<file path="config.mk">
export PLATFORM = sky130hd
export DESIGN_NAME = audio_pwm_dac_flat
export DESIGN_NICKNAME = d
export VERILOG_FILES = /design/src/rtl/audio_pwm_dac_pkg.sv /design/src/rtl/audio_pwm_dac_if.sv /design/src/rtl/audio_pwm_dac_sample_fifo.sv /design/src/rtl/audio_pwm_dac.sv /design/src/flat_wrapper.sv
export SDC_FILE = /design/constraint.sdc
export NUM_CORES = 1
export LEC_CHECK = 0
export CAP_MARGIN = 30
export CORE_AREA = 2 2 119 121
export CTS_BUF_LIST = sky130_fd_sc_hd__clkbuf_16
export DETAILED_ROUTE_END_ITERATION = 10
export DIE_AREA = 0 0 121 123
export GPL_ROUTABILITY_DRIVEN = 0
export PLACE_DENSITY = 0.75
export SYNTH_ARGS = -nofsm -noshare
export SYNTH_HDL_FRONTEND = slang
export SYNTH_HIERARCHICAL = 1
export SYNTH_SLANG_ARGS = --single-unit
export TNS_END_PERCENT = 20
</file>
<file path="constraint.sdc">
create_clock -name clk -period 3.55 [get_ports clk]
set_input_delay 0.71 -clock clk [delete_from_list [all_inputs] [get_ports clk]]
set_output_delay 0.71 -clock clk [all_outputs]
set_load 0.02 [all_outputs]
</file>
<file path="src/rtl/audio_pwm_dac_pkg.sv">
// Shared sample-format constants and the sample-to-offset-binary helper
// used by the audio PWM DAC and its upstream synth.
package audio_pwm_dac_pkg;

  localparam int SAMPLE_WIDTH = 14;
  localparam logic [SAMPLE_WIDTH-1:0] OFFSET_MASK = 14'h2000;
  localparam int UNDERRUN_WIDTH = 16;

  typedef logic [SAMPLE_WIDTH-1:0] sample_t;

  // Attenuate by an arithmetic shift, then flip the sign bit to get offset binary.
  function automatic sample_t to_offset_binary(input sample_t s, input logic [2:0] vol);
    logic signed [SAMPLE_WIDTH-1:0] v;
    v = $signed(s) >>> vol;
    return sample_t'(v) ^ OFFSET_MASK;
  endfunction

endpackage

</file>
<file path="src/rtl/audio_pwm_dac_if.sv">
// Valid/ready sample stream between the synth (master) and the PWM DAC (slave).
interface audio_pwm_dac_if;
  import audio_pwm_dac_pkg::*;

  sample_t sample;
  logic    sample_valid;
  logic    sample_ready;

  modport master (output sample, output sample_valid, input sample_ready);
  modport slave  (input sample, input sample_valid, output sample_ready);

endinterface

</file>
<file path="src/rtl/audio_pwm_dac_sample_fifo.sv">
// Synchronous sample FIFO with registered full/empty flags and entry count.
// The head entry is read straight from storage; no write-to-read bypass.
module sample_fifo #(
  parameter int WIDTH = 14,
  parameter int DEPTH = 8
) (
  input  logic             clk,
  input  logic             rst,
  input  logic             i_wr_en,
  input  logic [WIDTH-1:0] i_wr_data,
  input  logic             i_rd_en,
  output logic [WIDTH-1:0] o_rd_data,
  output logic             o_full,
  output logic             o_empty
);

  localparam int AW = $clog2(DEPTH);
  localparam int CW = AW + 1;

  logic [WIDTH-1:0] r_mem [DEPTH];
  logic [AW-1:0]    r_wr_ptr;
  logic [AW-1:0]    r_rd_ptr;
  logic [CW-1:0]    r_count;
  logic [CW-1:0]    w_count_next;
  logic             r_full;
  logic             r_empty;
  logic             w_push;
  logic             w_pop;

  assign w_push = i_wr_en && !r_full;
  assign w_pop  = i_rd_en && !r_empty;

  // Next occupancy; simultaneous push and pop leaves it unchanged.
  always_comb begin
    w_count_next = r_count;
    case ({w_push, w_pop})
      2'b10:   w_count_next = r_count + CW'(1);
      2'b01:   w_count_next = r_count - CW'(1);
      default: w_count_next = r_count;
    endcase
  end

  // Sample storage write port.
  always_ff @(posedge clk) begin
    if (w_push) r_mem[r_wr_ptr] <= i_wr_data;
  end

  // Pointers, occupancy and status flags.
  always_ff @(posedge clk or posedge rst) begin
    if (rst) begin
      r_wr_ptr <= '0;
      r_rd_ptr <= '0;
      r_count  <= '0;
      r_full   <= 1'b0;
      r_empty  <= 1'b1;
    end else begin
      if (w_push) r_wr_ptr <= r_wr_ptr + AW'(1);
      if (w_pop)  r_rd_ptr <= r_rd_ptr + AW'(1);
      r_count <= w_count_next;
      r_full  <= (w_count_next == CW'(DEPTH));
      r_empty <= (w_count_next == CW'(0));
    end
  end

  assign o_rd_data = r_mem[r_rd_ptr];
  assign o_full    = r_full;
  assign o_empty   = r_empty;

endmodule

</file>
<file path="src/rtl/audio_pwm_dac.sv">
// Audio PWM DAC: buffers synth samples, releases one per PWM period and
// drives a 1-bit PWM output; back-pressure on the synth sets the sample rate.
module audio_pwm_dac
  import audio_pwm_dac_pkg::*;
#(
  parameter int FIFO_DEPTH = 8,
  parameter int CODE_WIDTH = 10
) (
  input  logic                      clk,
  input  logic                      rst,
  audio_pwm_dac_if.slave            s_if,
  input  logic [2:0]                volume,
  input  logic                      mute,
  output logic [CODE_WIDTH-1:0]     dac_code,
  output logic                      pwm_out,
  output logic                      sample_tick,
  output logic [UNDERRUN_WIDTH-1:0] underrun_count
);

  localparam logic [CODE_WIDTH-1:0]     CNT_MAX  = {CODE_WIDTH{1'b1}};
  localparam logic [CODE_WIDTH-1:0]     MID_CODE = {1'b1, {(CODE_WIDTH-1){1'b0}}};
  localparam logic [UNDERRUN_WIDTH-1:0] UNDER_MAX = {UNDERRUN_WIDTH{1'b1}};

  logic [CODE_WIDTH-1:0]     r_cnt;
  logic [CODE_WIDTH-1:0]     r_dac_code;
  logic                      r_pwm;
  logic                      r_tick;
  logic [UNDERRUN_WIDTH-1:0] r_underrun;

  logic [CODE_WIDTH-1:0]     w_cnt_next;
  logic [CODE_WIDTH-1:0]     w_code_next;
  logic [CODE_WIDTH-1:0]     w_conv_code;
  sample_t                   w_head;
  sample_t                   w_offset;
  logic                      w_full;
  logic                      w_empty;
  logic                      w_push;
  logic                      w_pop_edge;
  logic                      w_pop;

  assign w_push     = s_if.sample_valid && s_if.sample_ready;
  assign w_pop_edge = (r_cnt == CNT_MAX);
  assign w_pop      = w_pop_edge && !w_empty;
  assign w_cnt_next = r_cnt + CODE_WIDTH'(1);

  sample_fifo #(
    .WIDTH (SAMPLE_WIDTH),
    .DEPTH (FIFO_DEPTH)
  ) u_fifo (
    .clk       (clk),
    .rst       (rst),
    .i_wr_en   (w_push),
    .i_wr_data (s_if.sample),
    .i_rd_en   (w_pop),
    .o_rd_data (w_head),
    .o_full    (w_full),
    .o_empty   (w_empty)
  );

  assign w_offset = to_offset_binary(w_head, volume);

  // Duty code for the next period; held across periods that have no sample.
  always_comb begin
    w_conv_code = MID_CODE;
    w_code_next = r_dac_code;
    if (mute) begin
      w_conv_code = MID_CODE;
    end else begin
      w_conv_code = w_offset[SAMPLE_WIDTH-1 -: CODE_WIDTH];
    end
    if (w_pop) begin
      w_code_next = w_conv_code;
    end else begin
      w_code_next = r_dac_code;
    end
  end

  // Period counter, PWM comparator, period tick and underrun statistics.
  always_ff @(posedge clk or posedge rst) begin
    if (rst) begin
      r_cnt      <= '0;
      r_dac_code <= MID_CODE;
      r_pwm      <= 1'b0;
      r_tick     <= 1'b0;
      r_underrun <= '0;
    end else begin
      r_cnt      <= w_cnt_next;
      r_dac_code <= w_code_next;
      r_pwm      <= (w_cnt_next < w_code_next);
      r_tick     <= (w_cnt_next == CODE_WIDTH'(0));
      if (w_pop_edge && w_empty && (r_underrun != UNDER_MAX)) begin
        r_underrun <= r_underrun + UNDERRUN_WIDTH'(1);
      end
    end
  end

  // Ready is the inverse of the registered full flag, so it is glitch-free.
  assign s_if.sample_ready = ~w_full;
  assign dac_code          = r_dac_code;
  assign pwm_out           = r_pwm;
  assign sample_tick       = r_tick;
  assign underrun_count    = r_underrun;

endmodule

</file>
<file path="src/flat_wrapper.sv">
// flat-port wrapper written by rule: the top's interface ports become plain ports
module audio_pwm_dac_flat import audio_pwm_dac_pkg::*;
#(
  parameter int FIFO_DEPTH = 8,
  parameter int CODE_WIDTH = 10
)
  (clk, rst, volume, mute, dac_code, pwm_out, sample_tick, underrun_count, s_if_sample, s_if_sample_valid, s_if_sample_ready);
  audio_pwm_dac_if s_if_i ();
  input  logic clk;
  input  logic rst;
  input  logic [2:0] volume;
  input  logic mute;
  output logic [CODE_WIDTH-1:0] dac_code;
  output logic pwm_out;
  output logic sample_tick;
  output logic [UNDERRUN_WIDTH-1:0] underrun_count;
  input wire logic [$bits(s_if_i.sample)-1:0] s_if_sample;
  input wire logic [$bits(s_if_i.sample_valid)-1:0] s_if_sample_valid;
  output wire logic [$bits(s_if_i.sample_ready)-1:0] s_if_sample_ready;
  assign s_if_i.sample = s_if_sample;
  assign s_if_i.sample_valid = s_if_sample_valid;
  assign s_if_sample_ready = s_if_i.sample_ready;
  audio_pwm_dac #(.FIFO_DEPTH(FIFO_DEPTH), .CODE_WIDTH(CODE_WIDTH)) u_core (.clk(clk), .rst(rst), .s_if(s_if_i), .volume(volume), .mute(mute), .dac_code(dac_code), .pwm_out(pwm_out), .sample_tick(sample_tick), .underrun_count(underrun_count));
endmodule
</file>
Word level (Yosys, flattened, before mapping)
Memories as Yosys holds them, arrays and structs flattened.
Cells that the tools add are included.
{ "classes": {"muxes": 5, "bitwise_logic": 2, "n_reduce_logical": 10, "eq_ne": 5, "magnitude_cmp": 1, "add_sub_neg": 6, "shift": 1} }
{ "op_table": {"columns": ["operator", "n"], "rows": [
  ["$mux W10", 2],
  ["$add A16 B1 Y16 const B", 1],
  ["$ne A16 B16 Y1 const B", 1],
  ["$sshr A14 B3 Y14", 1],
  ["$add A10 B1 Y10 const B", 1],
  ["$eq A10 B10 Y1 const B", 1],
  ["$logic_not A10 Y1", 1],
  ["$lt A10 B10 Y1", 1],
  ["$pmux W4 S2", 1],
  ["$add A3 B1 Y3 const B", 2],
  ["$logic_and A1 B1 Y1", 6],
  ["$add A4 B1 Y4 const B", 1],
  ["$eq A4 B4 Y1 const B", 1],
  ["$logic_not A4 Y1", 1],
  ["$sub A4 B1 Y4 const B", 1],
  ["$eq A2 B1 Y1 const B", 1],
  ["$eq A2 B2 Y1 const B", 1],
  ["$logic_not A1 Y1", 2],
  ["$mux W1", 2],
  ["$not A1 Y1", 2]
]} }
{ "word_totals": {"mem_bits_rw": 112, "memories": 1, "word_cells": 41, "out_inout_bits": 29, "input_bits": 21, "regBits": 50} }
{ "mem_list": {"columns": ["memory", "words", "width", "read_ports", "rd_clocked_by_memory_dff", "wr", "line_no", "text"], "rows": [
  ["u_core.u_fifo.r_mem", 8, 14, 1, 0, 1, "audio_pwm_dac_sample_fifo.sv:20", "logic [WIDTH-1:0] r_mem [DEPTH];"]
]} }

Logic depth before layout (Yosys ltp)
{ "depth": {"word_depth": 6, "mapped_depth": 15, "ltp_nobuf": 13} }

Modules after synthesis
Netlist, hierarchy kept.
{ "by_module_without_submodules": {"columns": ["mod", "seq_area_each_um2", "cells_each", "instances", "area_per_inst_um2"], "rows": [
  ["sample_fifo", 3664.8, 236, 1, 4901.0],
  ["audio_pwm_dac", 952.2, 208, 1, 2240.9]
]} }

Worst setup path after synthesis
No wires, ideal clock.
{ "synth_path": {"kind": "reg2reg", "start": "reg u_core.u_fifo.r_rd_ptr[0]", "end": "reg u_core.r_pwm (netlist: u_core/pwm_out)", "stages_incl_launch_ff": 15, "period_less_slack_ps": 3516, "setup_ps": 66, "path_buffers": 2, "t_arrival_ps": 3449, "path_slack_ps": 34, "t_required_ps": 3484, "cell_sequence": "dfrtp_1 -> buf_2 -> buf_2 -> mux4_2 -> mux2_2 -> mux2i_1 -> mux2_2 -> o21ai_0 -> a22oi_1 -> ha_1 -> a21oi_1 -> o21ai_0 -> a221oi_1 -> o21a_1 -> a41o_1"} }
{ "synth_between": {"elab_chain_cells": 6} }
{ "synth_lines": {"columns": ["element", "line_no", "text"], "rows": [
  ["start, declared", "audio_pwm_dac_sample_fifo.sv:22", "logic [AW-1:0] r_rd_ptr;"],
  ["start signal, assigned", "audio_pwm_dac_sample_fifo.sv:58", "if (w_pop) r_rd_ptr <= r_rd_ptr + AW'(1);"],
  ["$mem_v2 Z8 W14 (*)", null, null],
  ["net u_core.w_head[11]", "audio_pwm_dac.sv:33", "sample_t w_head;"],
  ["$sshr A14 B3 Y14 (*)", "audio_pwm_dac_pkg.sv:14", "v = $signed(s) >>> vol;"],
  ["$not A1 Y1 (no source line)", null, null],
  ["$mux W10 (*)", "audio_pwm_dac.sv:66", "if (mute) begin"],
  ["$mux W10 (*)", "audio_pwm_dac.sv:71", "if (w_pop) begin"],
  ["$lt A10 B10 Y1 (*)", "audio_pwm_dac.sv:89", "r_pwm <= (w_cnt_next < w_code_next);"],
  ["end signal, assigned", "audio_pwm_dac.sv:89", null],
  ["end, declared", "audio_pwm_dac.sv:26", "logic r_pwm;"]
]} }
The timed path passes the listed nets; every way through them passes the cells marked *.
A chain may end at the register's enable or synchronous reset.

Worst setup path in the final report
Same ends and word-level chain as after synthesis.

==> reports/results.env <==
STATUS='finished clean'
WORST-R2R-CELL-COUNT=15
GRT_PASS1_WL_MICRONS=18500
HOLDCRITPATHCLASS='flop to flop'
DR.PASS1.ITERS=7
CRITPATHCAPTURETYPE='flop'
POST-PLACE-WS_NS=0.0118
DRV.MAX_CAP_VIOLATION_COUNT=0
P_LEAK_nW=2.87
ROUTEDWLPERCELL_MICRONS=17.9
SETUP_VIOL=0
DIEHEIGHT_MICRONS=123
ANTENNA_FOUND_INITIAL=0
SYN-MEAN-INSTANCE-AREA_SQ_UM=14.9
CRIT_PATH_TOP_DELAY_CELL='mux4_2'
CRIT_PATH_END='u_core/pwm_out'
CTS_TREE='yes'
FINAL.HOLD.WORST_SLACK_NS=0.481
FRACTION_OF_LAYOUT_INSTANCES_USING_A_DRIVE_STRENGTH_ABOVE_1_PCT=25.6
MAXIMUM_NUMBER_OF_PINS_ON_ONE_NET_BEFORE_GLOBAL_ROUTE_REPAIR=39
REG2REG_TO='u_core/pwm_out'
WORST-PATH-MAX-FANOUT=5
IOS=50
CRITICAL_PATH_ARRIVAL_NS=3.81
TIMING.FINAL.CRIT_SHARE_PCT=97.7
ANTENNA_VIOLATING_NETS_POST_ROUTE=0
DIEAREA_SQ_UM=14900
FINAL_CELL_AREA_SQ_UM=7540
FMAXACHIEVABLE_GHz=0.288
CRITICAL_PATH_CELL_COUNT=15
POWER.SHARE.SWITCHING_PCT=24.7
CLOCK_SKEW_NS=0.00789
VDD_DROP_MAX_uV=394
DETAILEDPLACEMENTHPWL_MICRONS=7850
PATH_CLK_SLEW_NS=0.05
RRSETUPSLACK_NS=0.08
WORST-SETUP-PATH-TYPE='flop to flop'
GRT_USE_TOTAL_PCT=16.7
NUMBER_OF_BUFFERS_CREATED_BY_CTS=17
POST-ROUTE-WORST-SETUP-SLACK_NS=0.0831
SLEW_HEADROOM_PCT=60.3
POWER.CLOCK.FRACTION_PCT=40.4
SYNTH_AREA_SQ_UM=5960
CLOCK-ROOT-BUFFER='clkbuf_16'
TIMING.CRITICAL_PATH.FROM='u_core/u_fifo/r_rd_ptr[0]'
CRITICAL_PATH.STARTPOINT_TYPE='flop'
SYN-NUM-NETS=437
CLOCK_INSERTION_DELAY_WORST_SKEW_NS=0.41
YS.WARNINGS.COUNT=6
NETS=520
IO_BUFFER_COUNT=45
POWER.SEQUENTIAL.FRACTION_PCT=45.6
AREAGROWTHSYNTHTOFINISH_PCT=26.6
GRT_PASS1_VIAS=3604
TIMING.FINAL.MAX_SLEW_VIOLATIONS=0
WORSTPATHBUFFERINVERTERCOUNT=2
CPLARGESTDELAYFAMILY='compound AO/OA/AOI/OAI gates'
POWER.SHARE.COMBINATIONAL_PCT=14.0
SETUP-TNS-FINAL_NS=0
RR_STARTPOINT='u_core/u_fifo/r_rd_ptr[0]'
ROUTE.VIAS.TOTAL=3605
PATH_COMMON_CELL='mux2i_2'
CORE_OUTLINE_AREA_SQ_UM=13600
WL_MICRONS=12100
WHS_PATH_DEPTH=1
CPPEAKSTAGEDELAY_NS=0.49
POSTLAYOUTCOREUTIL_PCT=55.4
CLOCK_SINK_COUNT=130
CLOCK_PATH_BUFFERS=2
REQUIRED_NS=3.89
ROUTE.DETAILED.VIAS_PER_INST=5.33
PLACE_AREA_SQ_UM=6710
SYNTH_CELLS=400
START_UTIL_PCT=43.8
POWER_REPORT.INTERNAL_TOTAL_W=0.00315
TIGHTESTPINTRANSITION_NS=0.596
TOTAL_SWITCHING_POWER_W=0.00103
ANTENNA-DIODE-COUNT=0
WORSTPATHCELLLIST='clkbuf_16, buf_4, mux4_2, mux2_4, mux2i_2, nor2_1, a21oi_2, mux2i_2, a22oi_2, ha_1, a21oi_1, o21ai_0, a221oi_2, o21a_1, a41o_1'
CTS.HTREE.LEVELS=4
PWR_DENSITY_CELL_nW_PER_UM2=556
POST-ROUTE-DRC-COUNT=0
DETAILEDROUTE.FIRSTITERATIONVIOLATIONS=270
CHIPWIDTH_MICRONS=121
FINALHOLDVIOLCOUNT=0
TIMING.FINAL.CRIT_PERIOD_NS=3.47
FLOORPLAN.ROWS=43
GLOBALROUTEOVERFLOWTOTAL=0
==> worst min path at each step <==
stage                                         from                       end  slack, ns
after detailed placement  u_core/u_fifo/r_count[3]  u_core/u_fifo/r_count[3]       0.46
after global routing      u_core/u_fifo/r_count[3]  u_core/u_fifo/r_count[3]       0.51
after global placement    u_core/u_fifo/r_count[3]  u_core/u_fifo/r_count[3]       0.46
after floorplan           u_core/u_fifo/r_count[3]  u_core/u_fifo/r_count[3]       0.45
after CTS                 u_core/u_fifo/r_count[3]  u_core/u_fifo/r_count[3]       0.48
final                     u_core/u_fifo/r_count[3]  u_core/u_fifo/r_count[3]       0.48
==> layout make-up <==
type	instances	area (sq um)
fill	1091	6070
clock inverter	15	155
inverter	17	63.8
clock buffer	17	425
multi-input combinational	238	2240
tap	180	225
timing repair buffer	79	766
sequential	130	3660
==> per-stage QoR <==
step,cells,power [W]
6_report,676,0.00419
5_1_grt,676,0.00436
4_1_cts,660,0.00420
3_5_place_dp,628,0.00249
3_3_place_gp,628,0.00244
2_1_floorplan,400,0.00228
==> flip-flops by register name (all words and copies together), names as in the netlist <==
name,count
u_core/u_fifo/r_mem,80
u_core/underrun_count,16
u_core/dac_code,10
u_core/r_cnt,10
u_core/u_fifo/r_count,4
u_core/u_fifo/r_rd_ptr,3
u_core/u_fifo/r_wr_ptr,3
u_core/pwm_out,1
u_core/sample_tick,1
u_core/u_fifo/o_empty,1
u_core/u_fifo/o_full,1
==> layout by cell type, fill, tap and decap left out, types with 10 or more instances in the layout <==
master and instances:
xnor2_1 20, nand3_1 10, nor2_1 19, xor2_1 10, clkbuf_16 19, mux4_2 22, edfxtp_1 80, buf_4 30
mux2_2 13, clkdlybuf4s50_1 45, dfrtp_1 47, inv_1 21, nand2_1 28, ha_1 16
==> power by group through the flow <==
stage | sequential [W] | combinational, W | clock (W)
after floorplan | 0.00191 | 0.000369 | 0
after global placement | 0.00192 | 0.000517 | 0
after detailed placement | 0.00194 | 0.000554 | 0
after CTS | 0.00191 | 0.000559 | 0.00173
after global routing | 0.00193 | 0.000636 | 0.00179
final | 0.00191 | 0.000586 | 0.00169
==> metal layers <==
layer | part of all wire, % | global-route usage (%) | vias up
met3 | 4.1 | 5.12 | 17
met2 | 51 | 27.2 | 80
met1 | 44 | 21.1 | 1826
met5 | 0 | 0 | -
met4 | 1.7 | 6.25 | 0
li1 | - | - | 1682
==> repair_timing <==
| item | CTS | global route |
|---|---|---|
| resized for setup | 2 | 19 |
| cloned | 0 | 2 |
| hold buffers | 0 | 0 |
| endpoints found under the hold margin | 0 | 0 |
| setup endpoints to repair | 1 | 1 |
| pin swaps | 1 | 7 |
| buffers inserted | 0 | 14 |
Power figures use the tool's default switching activity.
